File: src/rtl/uart_pkg.sv
// Shared types and defaults for the UART receive path.
// Frame state encoding and default frame geometry.
package uart_pkg;

  localparam int OVERSAMPLE_DEF = 4;
  localparam int DATA_BITS_DEF  = 8;

  typedef enum logic [2:0] {
    IDLE  = 3'd0,
    START = 3'd1,
    DATA  = 3'd2,
    STOP  = 3'd3,
    BREAK = 3'd4
  } state_t;

endpackage

File: src/rtl/sync2.sv
// Two-flop synchronizer for asynchronous inputs.
// Resets to 1 so an idle-high line never looks like a start bit.
module sync2 (
  input  logic clk,
  input  logic resetn,
  input  logic i_d,
  output logic o_q
);

  logic r_meta;
  logic r_q;

  always_ff @(posedge clk) begin
    if (!resetn) begin
      r_meta <= 1'b1;
      r_q    <= 1'b1;
    end else begin
      r_meta <= i_d;
      r_q    <= r_meta;
    end
  end

  assign o_q = r_q;

endmodule

File: src/rtl/uart_rx_os.sv
// Oversampling 8N1 UART receiver, LSB first.
// Advances only on tick; strobes self-clear on the next clk.
module uart_rx_os
  import uart_pkg::*;
#(
  parameter int OVERSAMPLE = OVERSAMPLE_DEF,
  parameter int DATA_BITS  = DATA_BITS_DEF
) (
  input  logic                 clk,
  input  logic                 resetn,
  input  logic                 tick,
  input  logic                 rxd,
  output logic [DATA_BITS-1:0] data,
  output logic                 data_valid,
  output logic                 frame_err,
  output logic                 busy
);

  localparam int CW = $clog2(OVERSAMPLE);
  localparam int BW = $clog2(DATA_BITS + 1);

  localparam logic [CW-1:0] C_HALF = CW'(OVERSAMPLE / 2 - 1);
  localparam logic [CW-1:0] C_LAST = CW'(OVERSAMPLE - 1);
  localparam logic [BW-1:0] B_LAST = BW'(DATA_BITS - 1);

  logic w_rxs;

  sync2 u_sync (
    .clk    (clk),
    .resetn (resetn),
    .i_d    (rxd),
    .o_q    (w_rxs)
  );

  state_t                 r_state;
  logic [CW-1:0]          r_cnt;
  logic [BW-1:0]          r_bit;
  logic [DATA_BITS-1:0]   r_sh;
  logic [DATA_BITS-1:0]   r_data;
  logic                   r_dv;
  logic                   r_fe;

  state_t                 w_state_nx;
  logic [CW-1:0]          w_cnt_nx;
  logic [BW-1:0]          w_bit_nx;
  logic [DATA_BITS-1:0]   w_sh_nx;
  logic [DATA_BITS-1:0]   w_data_nx;
  logic                   w_dv_nx;
  logic                   w_fe_nx;

  always_ff @(posedge clk) begin
    if (!resetn) begin
      r_state <= IDLE;
      r_cnt   <= '0;
      r_bit   <= '0;
      r_sh    <= '0;
      r_data  <= '0;
      r_dv    <= 1'b0;
      r_fe    <= 1'b0;
    end else begin
      r_state <= w_state_nx;
      r_cnt   <= w_cnt_nx;
      r_bit   <= w_bit_nx;
      r_sh    <= w_sh_nx;
      r_data  <= w_data_nx;
      r_dv    <= w_dv_nx;
      r_fe    <= w_fe_nx;
    end
  end

  always_comb begin
    w_state_nx = r_state;
    w_cnt_nx   = r_cnt;
    w_bit_nx   = r_bit;
    w_sh_nx    = r_sh;
    w_data_nx  = r_data;
    w_dv_nx    = 1'b0;
    w_fe_nx    = 1'b0;
    if (tick) begin
      case (r_state)
        IDLE: begin
          if (!w_rxs) begin
            w_state_nx = START;
            w_cnt_nx   = '0;
          end
        end
        START: begin
          if (r_cnt == C_HALF) begin
            if (w_rxs) begin
              w_state_nx = IDLE;
            end else begin
              w_state_nx = DATA;
              w_cnt_nx   = '0;
              w_bit_nx   = '0;
            end
          end else begin
            w_cnt_nx = r_cnt + 1'b1;
          end
        end
        DATA: begin
          if (r_cnt == C_LAST) begin
            // right shift: first (LSB) bit ends up in bit 0
            w_sh_nx  = {w_rxs, r_sh[DATA_BITS-1:1]};
            w_cnt_nx = '0;
            w_bit_nx = r_bit + 1'b1;
            if (r_bit == B_LAST) begin
              w_state_nx = STOP;
            end
          end else begin
            w_cnt_nx = r_cnt + 1'b1;
          end
        end
        STOP: begin
          if (r_cnt == C_LAST) begin
            w_cnt_nx = '0;
            if (w_rxs) begin
              w_data_nx  = r_sh;
              w_dv_nx    = 1'b1;
              w_state_nx = IDLE;
            end else begin
              w_fe_nx    = 1'b1;
              w_state_nx = BREAK;
            end
          end else begin
            w_cnt_nx = r_cnt + 1'b1;
          end
        end
        BREAK: begin
          if (w_rxs) begin
            w_state_nx = IDLE;
          end
        end
        default: begin
          w_state_nx = IDLE;
          w_cnt_nx   = '0;
          w_bit_nx   = '0;
        end
      endcase
    end
  end

  assign data       = r_data;
  assign data_valid = r_dv;
  assign frame_err  = r_fe;
  assign busy       = (r_state != IDLE);

endmodule
File: config.mk
export PLATFORM = sky130hd
export DESIGN_NAME = uart_rx_os
export DESIGN_NICKNAME = d
export VERILOG_FILES = /design/src/rtl/uart_pkg.sv /design/src/rtl/sync2.sv /design/src/rtl/uart_rx_os.sv
export SDC_FILE = /design/constraint.sdc
export NUM_CORES = 1
export LEC_CHECK = 0
export ABC_AREA = 0
export CORE_MARGIN = 3
export CORE_UTILIZATION = 40
export DETAILED_ROUTE_END_ITERATION = 8
export HOLD_SLACK_MARGIN = 0.05
export PLACE_DENSITY_LB_ADDON = 0.3
export SLEW_MARGIN = 10
export SYNTH_ARGS = -nofsm -noshare
export SYNTH_HDL_FRONTEND = slang
export SYNTH_SLANG_ARGS = --single-unit
File: constraint.sdc
create_clock -name clk -period 1.9 [get_ports clk]
set_clock_uncertainty 0.15 [all_clocks]
set_input_delay 0.285 -clock clk [delete_from_list [all_inputs] [get_ports clk]]
set_output_delay 0.285 -clock clk [all_outputs]
set_load 0.05 [all_outputs]
# [After elaboration in Yosys (flattened, before gate mapping)]
# Cells that the tools add are included.
[classes] n_reduce_logical=10 n_eq_ne=14 add_sub_neg=2 n_mux=19 n_bitwise=2
[ops] cell="two-way mux 3 bit" count=7
[ops] cell="one-hot mux 3 bit (5 select lines)" count=1
[ops] cell="two-way mux 4 bit" count=3
[ops] cell="inequality test 2 bit, second input constant" count=6
[ops] cell="one-hot mux 4 bit (3 select lines)" count=1
[ops] cell="two-way mux 2 bit" count=4
[ops] cell="one-hot mux 2 bit (4 select lines)" count=1
[ops] cell="AND reduction 4 bit" count=2
[ops] cell="AND reduction 7 bit" count=1
[ops] cell="== test 3 x 2 -> 1 bit, second input constant" count=2
[ops] cell="AND reduction 5 bit" count=1
[ops] cell="adder 4 x 1 -> 4 bit, second input constant" count=1
[ops] cell="== test 4 x 3 -> 1 bit, second input constant" count=1
[ops] cell="== test 3 x 1 -> 1 bit, second input constant" count=1
[ops] cell="== test 3 bit, second input constant" count=1
[ops] cell="logical NOT 3 bit" count=1
[ops] cell="AND reduction 3 bit" count=1
[ops] cell="nonzero test 3 bit" count=1
[ops] cell="OR reduction 3 bit" count=1
[ops] cell="adder 2 x 1 -> 2 bit, second input constant" count=1
[ops] cell="== test 2 x 1 -> 1 bit, second input constant" count=1
[ops] cell="== test 2 bit, second input constant" count=1
[ops] cell="two-way mux 1 bit" count=2
[ops] cell="inequality test 2 x 1 -> 1 bit, second input constant" count=1
[ops] cell="other kinds (3)" count=4
[totals] inputBits=4 output_inout_bits=11 elab_cells=56 regBits=29

# [Depth between registers and ports, before layout]
# Gate-level depths: netlist of the first run.
[depth] depth_word=4 ltp_mapped=6

# [Cells and area by module]
# A second synthesis of the first run with hierarchy kept.
[hier_totals] hier_cells=145 hier_area_um2=1380.1
[modules_own_cells] module="uart_rx_os" seq_area_each_um2=540.5 cells_per_inst=141 n_inst=1 area_each_um2=1327.5
[modules_own_cells] module="sync2" seq_area_each_um2=40.0 cells_per_inst=4 n_inst=1 area_each_um2=52.6

# [Least setup slack after synthesis of the first run]
# Ideal clock, no wire load.
[synth_timing] path_type="register to register" from="register r_cnt[1]" to="register r_state[0]" arrival_ns=1.432 stages_incl_launch_ff=7 period_less_slack_ns=1.654 required_ns=1.678 slack_ns=0.246 n_path_buf=0 cell_sequence="dfxtp_1 inv_1 ha_1 or2b_1 o31ai_1 nand4b_1 mux2i_1"
[synth_via] elab_chain_cells=3 word_cells_on_any_way=6
[synth_lines] element="start, declared" line_no="uart_rx_os.sv:36" source="logic [CW-1:0] r_cnt;"
[synth_lines] element="start signal, assigned" line_no="uart_rx_os.sv:62" source="r_cnt <= w_cnt_nx;"
[synth_lines] element="== test 2 bit / == test 2 x 1 -> 1 bit (equally long branches)" line_no="uart_rx_os.sv:101, uart_rx_os.sv:114, uart_rx_os.sv:88"
[synth_lines] element="inequality test 2 bit (no source line)"
[synth_lines] element="AND reduction 7 bit (no source line) (*)"
[synth_lines] element="end signal, assigned" line_no="uart_rx_os.sv:61" source="r_state <= w_state_nx;"
[synth_lines] element="end, declared" line_no="uart_rx_os.sv:35" source="state_t r_state;"
# Mark *: on every way between the ends. The rest lies on a longest branch, timed or not.
# A chain may end at the register's enable or synchronous reset.

# [Worst setup path in the final report of the first run]
[layout_timing] from="register r_state[2]" to="output busy"
[layout_via] elab_chain_cells=1
[layout_lines] element="nonzero test 3 bit" line_no="uart_rx_os.sv:145" source="assign busy = (r_state != IDLE);"
[layout_lines] element="end, declared" line_no="uart_rx_os.sv:16" source="output logic busy"
# No other way between the ends.

==> results of run 1 <==
final cells by class:
type	instances	share of cell area, %
Clock buffer	7	3.454
Clock inverter	1	1.884
Inverter	7	1.648
Multi-Input combinational cell	92	41.92
Sequential cell	29	36.42
Tap cell	44	3.454
Timing Repair Buffer	21	11.22
metal layers:
metal	up-vias	share of wire (%)
met5	-	0
met4	0	1.7
met3	6	3.7
met2	11	47
met1	490	47
li1	517	-
worst paths after layout:
| path | end | slack [ps] | cells after the start |
|---|---|---|---|
| max | busy | 70 | 2 |
| max reg2reg | r_state[0] | 70 | 6 |
| min reg2reg | u_sync.o_q | 280 | 1 |
| min | u_sync.o_q | 280 | 1 |
per-stage QoR:
stage / total power, W / cells / cell area [um^2] / hold WS, ps / utilization [%]
5_1_grt: 0.001268 / 201 / 1594 / 311.6 / 51.79
6_report: 0.001214 / 201 / 1594 / 283.7 / 51.79
3_3_place_gp: 0.0007000 / 193 / 1496 / 239.8 / 48.62
4_1_cts: 0.001226 / 201 / 1585 / 285.0 / 51.50
3_5_place_dp: 0.0007009 / 193 / 1496 / 249.9 / 48.62
2_1_floorplan: 0.0006728 / 135 / 1299 / 236.3 / -
power by group through the flow:
stage / clock, W / combinational (W) / sequential (W)
floorplan: 0 / 0.0000441 / 0.000629
global placement: 0 / 0.0000672 / 0.000633
detailed placement: 0 / 0.0000679 / 0.000633
CTS: 0.000537 / 0.0000694 / 0.000619
global route: 0.000570 / 0.0000781 / 0.000620
finish: 0.000523 / 0.0000722 / 0.000619
flip-flops by register name, indices dropped and copies added (netlist names):
signal,count
data,8
r_sh,8
data_valid,1
r_state,3
r_bit,4
frame_err,1
r_cnt,2
u_sync.o_q,1
u_sync.r_meta,1
cell usage in the layout (no fill, tap or decap), types with 2 or more instances in the layout:
cell             count
a21oi_1              3
buf_4               16
clkbuf_4             5
clkdlybuf4s50_1      3
dfxtp_1             29
ha_1                 4
inv_1                7
mux2i_1             19
nand2_1              5
nand2b_1             3
nand3_1              3
nand4_1              2
nor2_1              20
o21ai_0              6
or3_1                2
cell families after synthesis:
logic type	count (synthesis)	synth area share, %
buf+inv	14	4.913
mux	19	14.64
fa+ha+maj	4	3.854
simple gates	49	21.10
compound gates	20	10.79
flops	29	44.70
critical path, delay by kind of cell, from the launching register on:
family | cells | cell delay [ps]
flip-flops | 1 | 480
buffers and inverters | 1 | 170
AND/OR/NAND/NOR | 1 | 420
timing repair:
| action | 4_1_cts | 5_1_grt |
|---|---|---|
| endpoints found under the setup margin | 2 | 1 |
| gates cloned | 0 | 0 |
| buffers inserted | 0 | 0 |
| pin swaps | 0 | 0 |
| endpoints found under the hold margin | 0 | 0 |
| gates resized for setup | 2 | 1 |
==> metrics.txt, run 1 <==
status finished clean; # nets final 164; Setup TNS 0 ps; total gr overflow 0; largest area contributor in the netlist dfxtp_1; initial antenna violation count 0; Slew Viols, Final 0; Setup Viol. Count Final 0; count leader, synth dfxtp_1; Worst-path clk slew 90 ps; combinational power share 6.0%; PwrDens 761.4 mW/mm^2; DR iter-0 viols 57; via count 1024; CTS tree built; vias in the first global route 998; DP HPWL 1790 um; Synth Cell Area 0.001299 mm^2; initial core utilization 42.20%; Switching Share 20.89%; Tot GR Track Use 13.86%; Crit. Startpoint r_state[2]; reg2reg start r_cnt[1]; Peak VDD IR 387.9 uV; Register Area 580.6 um^2; # IOs 15; clk sinks 29; IO buf count 14; share of the synthesized area in the top cell type 44.70%; Cells after Synth 135; DRC Markers 0; CP Cell Sequence or3_1 > buf_12; Slowest-stage cell, CP dfxtp_1; type of origin of the critical path register; CTS root buffer clkbuf_4; H-tree depth 2; share of flip-flops with an asynchronous set or reset 0%; Arr. time, crit path 1390 ps; vias per cell 5.095; fmax 546.5 MHz; Post-synth EDFFs 0; final hold violation count 0; Post-synth top cells 29 x dfxtp_1, 20 x nor2_1, 19 x mux2i_1; Multi-input gate area 668.1 um^2; Hold/Removal Path Class reg2reg; max_cap viols 0; post-route clock period utilization 96.31%; die area 0.003966 mm^2; Num CTS Buffers 5; M2 GR Usage 21.87%; Post-Route WL 2585 um; DIE HEIGHT 62.98 um; fill count 290; Post-CTS Hold Buffers 0; antenna-violating nets left 0; Tmin final 1830 ps; pre-CTS worst setup slack 22.14 ps; Worst path max stage delay 480 ps; Synth Flop Type dfxtp_1; Sw Pwr 0.0002536 W; Internal 0.0009602 W; WS Path Type reg2out; Worst-Skew Late Latency 320 ps; unrepaired setup endpoints after global routing false; CP Max Fanout 14; Slew HR 64.49%; post-synth cell types 40; Hold Path Origin u_sync.r_meta; first-pass GRT wire length 4347 um; gpl congestion 0.8241; syn_nets 143; Syn Area/Cell 9.620 um^2; Row Count 20; slack of the critical path 70.03 ps; GR Util met1 16.80%; largest net degree at the start of global routing 21; static leakage 0.7478 nW; Critical Path RT 1460 ps; gr busiest metal met2; worst-margin pin slew 531.9 ps; Ant. Diodes 0; Synth Warn # 0; Seq pwr share 51.0%; Critical Path End Type primary output; drt first pass iters 4; wire length per cell 12.86 um; share of cells above drive strength 1 19.75%; clock share of power 43.1%; register area share after synthesis 44.70%; GRT met3 Usage 5.216%; ranking of synthesized cells by area dfxtp_1 45%, mux2i_1 15%, nor2_1 5.8%, ha_1 3.9%, o21ai_0 2.3%; area delta synth->final 22.74%; core box area 0.003078 mm^2; Die Width 62.98 um; synthesis-stage register bit count 29; Max clock buf depth 2
Note: power is estimated with default switching activity, not from simulation.
==> inputs of run 2 (changes only) <==
--- a/config.mk
+++ b/config.mk
@@ -9,6 +9,7 @@
 export CORE_MARGIN = 3
 export CORE_UTILIZATION = 40
 export DETAILED_ROUTE_END_ITERATION = 8
+export GPL_ROUTABILITY_DRIVEN = 0
 export HOLD_SLACK_MARGIN = 0.05
 export PLACE_DENSITY_LB_ADDON = 0.3
 export SLEW_MARGIN = 10
==> results of run 2 <==
No change in the layout: final DEF, timing and power equal those of run 1.
==> edit: new RTL, settings of run 2 <==
Take the reset off `r_sh` and `r_data` and load them in a clocked block of their own.
--- a/src/rtl/uart_rx_os.sv
+++ b/src/rtl/uart_rx_os.sv
@@ -53,19 +53,20 @@
       r_state <= IDLE;
       r_cnt   <= '0;
       r_bit   <= '0;
-      r_sh    <= '0;
-      r_data  <= '0;
       r_dv    <= 1'b0;
       r_fe    <= 1'b0;
     end else begin
       r_state <= w_state_nx;
       r_cnt   <= w_cnt_nx;
       r_bit   <= w_bit_nx;
-      r_sh    <= w_sh_nx;
-      r_data  <= w_data_nx;
       r_dv    <= w_dv_nx;
       r_fe    <= w_fe_nx;
     end
+  end
+
+  always_ff @(posedge clk) begin
+    r_sh   <= w_sh_nx;
+    r_data <= w_data_nx;
   end
 
   always_comb begin
Behaviour: no difference found for any inputs over 10 cycles, from zero or initial values and one cycle with resetn low; that may be too few to reach the edited logic, so the function may still have changed.
==> edit against run 2 <==
Final cell count down 20%. Setup slack improved by 0.046 ns. Sequential cell count stayed put. Synthesized area down 6.9%. Wire length decreased by 18%. Sequential power grew 7.1%. Cell area fell by 3.5%. Combinational power fell by 29%. Via count down 15%. Hold slack got worse by 0.016 ns. Total power fell by 0.84%. Global-route usage up 0.42 points. Clock power is 6.5% lower. Largest power group unchanged. Highest routed layer unchanged.
==> edit: results (changes against run 2) <==
** Drt
- The routed length on met3 came to 172 um (+79%).
- The final wirelength was 2.13 mm (-18%).
- Detailed-route wire length on metal 1 :: 964 um (-21%)
- Vias per cell :: 5.40 (+5.9%)
- The number of design-rule violations left by the first detailed-router iteration came to 29 (-49%).

** STA
- The share of the clock period used by the worst path came to 0.939 (-0.0241).
- The worst hold margin is 0.268 ns (-0.0157 ns).
- The relative max-transition margin is 0.665 (+0.0199).

** Global routing
- The overall global routing resource usage is 0.143 (+0.00419).
- The met2 demand-to-capacity share in global routing is 0.212 (-0.00650).
- The wire length of the first global-routing pass is 3.69 mm (-15%).
- The global-route met3 utilization was 0.0723 (+0.0202).
- Pin count of the biggest net entering global routing :: 16 (-24%)
- The via count of the first global-routing pass was 850 (-15%).
- The met1 usage came to 0.171 (+0.00274).

** Pwr
- The leakage power of the design was 0.598 nW (-20%).
- The worst ir drop on vdd was 0.530 mV (+37%).

** Placement
- The half-perimeter wire length of the detailed placement result is 1.56 mm (-13%).
- Dpl ws :: -0.155 ns (-0.177 ns)

** Run status
- Run status :: completed

** Setup path
- Slowest cell on crit path :: sky130_fd_sc_hd__or4_4
- Worst EP arrival :: 1.85 ns (+0.46 ns)
- Worst reg2reg path depth :: 5 (-1)
- The internal reg-to-reg setup slack was 0.12 ns (+0.05 ns).
- Slowest Stage Delay on Critical Path :: 0.56 ns (+0.08 ns)
- The most critical setup path has its startpoint at r_cnt[0].

** Synth
- Compound-Gate Fraction of Synth Area :: 0.102 (-0.00542)
- The number of enable-type register cells in the synthesized netlist came to 16 (+16).
- Commonest cells in the synthesized netlist :: 16 x sky130_fd_sc_hd__edfxtp_1, 13 x sky130_fd_sc_hd__dfxtp_1, 10 x sky130_fd_sc_hd__nand2_1
- The adder and majority cell fraction of the synthesized area is 0.0414 (+0.00287).
- Syn avg cell area :: 11.7 um2 (+22%)
- Sequential share of the synthesized area :: 0.613 (+0.166)
- In the post-synthesis netlist, the biggest area contributors are sky130_fd_sc_hd__edfxtp_1 40%, sky130_fd_sc_hd__dfxtp_1 22%, sky130_fd_sc_hd__ha_1 4.1%.
- Syn nets :: 111 (-22%)
- The mux contribution to synthesized area is 0.0166 (-0.130).

** Final layout
- Share of cells above drive strength 1 :: 0.192 (-0.00514)
edit: changes by cell type after synthesis, sizes merged, moves of 3 or more:
cell | run 2 | this run
nor2 | 20 | 6
dfxtp | 29 | 13
nand2 | 5 | 10
nand2b | 3 | 6
edfxtp | 0 | 16
mux2i | 19 | 2
edit: timing repair:
| item | in CTS | in global routing |
|---|---|---|
| cloned | 0 | 0 |
| gates resized for setup | 4 | 4 |
| setup endpoints to repair | 4 | 3 |
| hold buffers | 0 | 0 |
edit: power breakdown:
part / internal [mW] / total, mW / switching, mW
registers: 0.658 / 0.663 / 0.00493
logic: 0.0253 / 0.0515 / 0.0261
clock network: 0.272 / 0.489 / 0.217
edit: layout make-up:
cell class | instances | area [um2]
Fill cell | 245 | 1290
Clock buffer | 5 | 37.5
Multi-Input combinational cell | 65 | 427
Inverter | 5 | 18.8
Sequential cell | 29 | 742
Clock inverter | 3 | 41.3
Tap cell | 31 | 38.8
Timing Repair Buffer | 23 | 233
